**src/rtl/fetch_unit.sv**
```systemverilog
// Program-counter and instruction-fetch front end.
// Holds the PC, issues word-addressed fetches over a req/ack handshake,
// presents the fetched instruction to decode and loads the next PC on advance.
module fetch_unit #(
  parameter logic [31:0] RESET_PC = 32'd0,
  parameter int unsigned TIMEOUT  = 16
) (
  input  logic        clk,
  input  logic        reset,
  output logic        imem_req,
  output logic [31:0] imem_addr,
  input  logic        imem_ack,
  input  logic [31:0] imem_rdata,
  output logic [31:0] pc,
  output logic [31:0] inst,
  output logic        inst_valid,
  input  logic        inst_accept,
  input  logic        stall,
  input  logic [31:0] next_inst,
  output logic        fetch_err
);

  typedef enum logic [1:0] {IDLE, FETCH, VALID, ERROR} state_t;

  localparam logic [7:0] WAIT_LAST = 8'(TIMEOUT - 1);

  state_t      state, state_nxt;
  logic [7:0]  wait_cnt, wait_cnt_nxt;
  logic [31:0] pc_nxt, inst_nxt;
  logic        fetch_err_nxt;

  // State and datapath registers, all cleared asynchronously by reset.
  always_ff @(posedge clk or posedge reset) begin
    if (reset) begin
      state     <= IDLE;
      wait_cnt  <= '0;
      pc        <= RESET_PC;
      inst      <= '0;
      fetch_err <= 1'b0;
    end else begin
      state     <= state_nxt;
      wait_cnt  <= wait_cnt_nxt;
      pc        <= pc_nxt;
      inst      <= inst_nxt;
      fetch_err <= fetch_err_nxt;
    end
  end

  // Next-state, handshake and PC/instruction update decisions.
  always_comb begin
    state_nxt     = state;
    wait_cnt_nxt  = wait_cnt;
    pc_nxt        = pc;
    inst_nxt      = inst;
    fetch_err_nxt = fetch_err;
    case (state)
      IDLE: begin
        state_nxt    = FETCH;
        wait_cnt_nxt = '0;
      end
      FETCH: begin
        if (imem_ack) begin
          inst_nxt  = imem_rdata;
          state_nxt = VALID;
        end else if (wait_cnt == WAIT_LAST) begin
          fetch_err_nxt = 1'b1;
          state_nxt     = ERROR;
        end else begin
          wait_cnt_nxt = wait_cnt + 8'd1;
        end
      end
      VALID: begin
        if (inst_accept && !stall) begin
          pc_nxt       = next_inst;
          wait_cnt_nxt = '0;
          state_nxt    = FETCH;
        end
      end
      ERROR: begin
        state_nxt = ERROR;
      end
      default: begin
        state_nxt = IDLE;
      end
    endcase
  end

  // Outputs decoded from registered state and pc only.
  always_comb begin
    imem_req   = (state == FETCH);
    inst_valid = (state == VALID);
    imem_addr  = pc;
  end

endmodule

```
**config.mk**
```make
export PLATFORM = sky130hd
export DESIGN_NAME = fetch_unit
export DESIGN_NICKNAME = d
export VERILOG_FILES = /design/src/rtl/fetch_unit.sv
export SDC_FILE = /design/constraint.sdc
export NUM_CORES = 1
export LEC_CHECK = 0
export CAP_MARGIN = 10
export CELL_PAD_IN_SITES_DETAIL_PLACEMENT = 2
export CELL_PAD_IN_SITES_GLOBAL_PLACEMENT = 2
export CORE_MARGIN = 2
export CORE_UTILIZATION = 24
export CTS_CLUSTER_DIAMETER = 30
export CTS_CLUSTER_SIZE = 10
export DETAILED_ROUTE_END_ITERATION = 7
export PLACE_DENSITY = 0.9
export SYNTH_ARGS = -nofsm -noshare
export SYNTH_HDL_FRONTEND = slang
export SYNTH_SLANG_ARGS = --single-unit
export TNS_END_PERCENT = 100
```
**constraint.sdc**
```tcl
create_clock -name clk -period 2.9 [get_ports clk]
set_input_delay 0.58 -clock clk [delete_from_list [all_inputs] [get_ports clk]]
set_output_delay 0.58 -clock clk [all_outputs]
set_load 0.02 [all_outputs]
```
# == Word level (Yosys, flattened, before mapping) ==
# Cells that the tools add are included.
# word_totals
reg_bits,75
in_bits,69
out_inout_bits,99
elab_cells,32
# classes
add_sub_neg,1
n_eq_ne,8
mux,8
n_bitwise,1
reduce_logical,9
# op_table
op,n
$mux 8,3
$pmux 8 s3,1
$add 8x1->8 const B,1
$eq 8x4->1 const B,1
$pmux 2 s4,1
$mux 2,3
$reduce_and 2->1,3
$eq 2x2->1 const B,2
$ne 2x2->1 const B,2
$reduce_and 4->1,1
$ne 3x1->1 const B,1
$reduce_and 3->1,1
$reduce_bool 3->1,1
$eq 2x1->1 const B,1
$logic_not 2->1,1
$ne 2x1->1 const B,1
$logic_and 1x1->1,1
$logic_not 1->1,1
$not 1->1,1

# == Depth between registers and ports, before layout ==
# logic_depth
depth_word,4
ltp_mapped,6
depth_no_buf,6

# == Least setup slack after synthesis ==
# Ideal clock, no wire load.
# synth_timing
kind,input port to flip-flop
startpoint,input inst_accept
endpoint,"register pc[10], in the netlist imem_addr[10]"
setup_time_ps,128
arrival_ps,1579
required_ps,2772
path_slack_ps,1193
cell_stages,5
path_buffers,2
cell_sequence,nor2b_1 > and2_1 > buf_2 > buf_2 > mux2_1
# synth_via
elab_chain_cells,2
# synth_lines
item,line,source
"start, declared",17,"input logic inst_accept,"
$logic_and 1x1->1,73,if (inst_accept && !stall) begin
$reduce_and 2->1 (no source line),n/a,
"end signal, assigned",43,pc <= pc_nxt;
"end, declared",14,"output logic [31:0] pc,"
# Every way passes these cells.
# A chain may end at the register's enable or synchronous reset.

# == Worst setup path in the final report ==
# layout_timing
startpoint,register state[1]
endpoint,output imem_req
# layout_via
elab_chain_cells,1
# layout_lines
item,line,source
"start, declared",27,"state_t state, state_nxt;"
"start signal, assigned",41,state <= state_nxt;
$eq 2x1->1,90,imem_req = (state == FETCH);
"end, declared",10,"output logic imem_req,"
# Every way passes these cells.

==> qor.yml <==
clock_tree:
  cts_root_buffer: "clkbuf_16"
  htreeDepth: 3
  post_cts_buffers: 0
  clkTransAtPathRegs_ns: 0.06
  cts.path.max_buffers: 2
  cts_tree: "yes"
  cts_buffers: 9
  cts_num_sinks: 75
  insertion_delay_ns: 0.33
  cts_hold_repair.buffers: 0
  cts_resized: 0
cells_and_area:
  layout-drive-gt1-share_pct: 6.40
  stdcell_count: 551
  final_nets: 440
  syn2layout_area_growth_pct: 59.8
  fin_util_pct: 39.1
  antennaDiodeCount: 0
floorplanning:
  ios: 168
  rows: 42
  coreArea_um2: 13100
  dieArea_um2: 14300
  die_w_um: 120
  die_y_um: 120
  start_util_pct: 24.5
timing:
  drv_slew: 0
  hold_viol_final: 0
  fin_skew_ns: 0.00708
  finalCriticalPeriod_ns: 2.44
  rsz0062_at_grt: "no"
  finalSetupViolCount: 0
  post-route-period-util_pct: 84.0
  setup_ws_ns: 0.464
  worst_pin_slew_ns: 0.818
  tns_ns: 0
  relSlewSlack_pct: 45.3
  fmax_ghz: 0.411
worst_setup_path:
  max_stage_delay_ns: 0.63
  crit_fanout: 7
  cp_cell_sequence: "nand2b_1 > inv_2 > clkdlybuf4s50_1"
  worst_path_max_delay_cell: "clkdlybuf4s50_1"
  required_ns: 2.32
  critPathLaunchType: "flip-flop"
  critical_path.endpoint_type: "output pin"
  cp.arrival_ns: 1.86
  crit_type: "reg2out"
global_route:
  antenna_found_initial: 0
  grt_pass1_vias: 2643
  grt_usage_pct: 13.7
  grt_start_max_net_pins: 76
  globalRouteOverflowTotal: 0
  grt_pass1_wl_um: 15000
logic_synthesis:
  yosysSeqAreaShare_pct: 58.4
  synth.cell_area_um2: 3210
  yosys_warnings: 0
  synth_fp_nets: 299
  ys_seq_elements: 75
  postSynthAreaPerCell_um2: 14.0
  syn_inst: 229
  ys_types: 35
place:
  gp_congestion: 0.756
  io_buffers: 167
  dp_hpwl_um: 7210
  dp_cells: 535
  post-place-ws_ns: 0.526
outcome:
  status: "completed"
hold_path:
  hp-class: "reg2reg"
routing:
  drc: 0
  vias: 2348
  via_per_inst: 4.26
  drt_iter0_drc: 41
  antenna_left: 0
  drtPass1Iterations: 3
  avgRoutedWirePerCell_um: 17.0
  drt-total-wl_um: 9390
power_and_ir_drop:
  power.density_nw_per_um2: 1050
  power_leakage_nw: 2.24
  ir_worst_vdd_uv: 271
job:
  max-cap-violations: 0
## where the power goes
group	leakage (nW)	total [mW]	switching [mW]	internal, mW
combinational	1.13	2.52	1.22	1.31
clock	0.141	1.11	0.415	0.690
sequential	0.968	1.76	0.299	1.46
## final cells by class
class / instances / area (µm²)
fill: 1353 / 8000
sequential: 75 / 1880
timing repair buffer: 169 / 1700
multi-input combinational: 110 / 1030
clock buffer: 14 / 254
tap: 176 / 220
clock inverter: 2 / 35.0
inverter: 5 / 18.8
## cells in the final DEF, fill, tap and decap left out, types with 2 or more instances in the layout
| master | instances |
|---|---|
| clkdlybuf4s50_1 | 167 |
| dfrtp_1 | 75 |
| mux2_1 | 64 |
| clkbuf_16 | 9 |
| o21ai_1 | 6 |
| nor2_1 | 4 |
| a21oi_1 | 4 |
| clkbuf_1 | 4 |
| inv_2 | 3 |
| a31oi_1 | 3 |
| nand3_1 | 2 |
| a21o_1 | 2 |
| o21a_1 | 2 |
| and3_1 | 2 |
| nand2_1 | 2 |
## worst paths after layout
kind / from / end / slack (ns) / cells past startpoint
worst min register to register: inst[25] / inst[25] / 0.49 / 1
worst max register to register: state[1] / inst[31] / 0.85 / 4
min in group asynchronous: reset / imem_addr[21] / 0.66 / 3
worst min-delay path: inst[25] / inst[25] / 0.49 / 1
max in group asynchronous: reset / wait_cnt[3] / 1.90 / 3
worst max-delay path: state[1] / imem_req / 0.46 / 3
## cells in the mapped netlist (all sizes together)
cell / count / area (µm²)
nand2b: 1 / 6.26
nor2: 5 / 21.3
mux2: 64 / 721
o2111ai: 1 / 15.0
a21o: 2 / 15.0
dfrtp: 75 / 1880
inv: 4 / 15.0
o31ai: 1 / 7.51
nand4: 1 / 6.26
a31oi: 3 / 18.8
o21ai: 8 / 43.8
o31a: 1 / 8.76
nor2b: 1 / 6.26
and4: 1 / 8.76
clkinv: 1 / 3.75
nand3: 2 / 10.0
o21a: 2 / 15.0
buf: 39 / 288
or4: 1 / 11.3
nand2: 3 / 13.8
nor4b: 1 / 8.76
a21oi: 5 / 28.8
and3: 2 / 12.5
mux2i: 1 / 10.0
o2bb2ai: 1 / 15.0
ha: 1 / 12.5
and2: 1 / 6.26
nor3b: 1 / 7.51
## worst max-delay path, delay by kind of cell (launching register included)
family | cells | cell delay (ns)
buf+inv | 2 | 0.82
flops | 1 | 0.41
simple gates | 1 | 0.29
## state kept, by name, summed over array words and instances, names as in the netlist
signal     cells
fetch_err      1
wait_cnt       8
imem_addr     32
state          2
inst          32
## routing by layer
layer  vias to the layer above  part of all wire [%]  global-route usage, %
met5                         -                     0                      0
met4                         0                  0.93                   3.75
met3                         8                   7.0                   5.18
met2                       108                    52                   24.9
met1                      1186                    40                   14.8
li1                       1046                     -                      -
## logic make-up (layout without fill, tap and decap cells)
logic type	count (synthesis)	in the layout	synth area share [%]
flops	75	75	58.4
mux	65	65	22.7
buf+inv	44	190	9.54
compound gates	24	24	5.22
simple gates	20	20	3.70
fa+ha+maj	1	1	0.389
## through the flow
stage          area, µm²  power (mW)  hold slack (ns)
6_report            5130        5.39            0.487
5_1_grt             5130        5.66            0.499
4_1_cts             5130        5.49            0.493
3_5_place_dp        4840        4.35            0.481
3_3_place_gp        4840        4.21            0.449
2_1_floorplan       3210        3.10            0.451
Note: power is estimated with default switching activity, not from simulation.
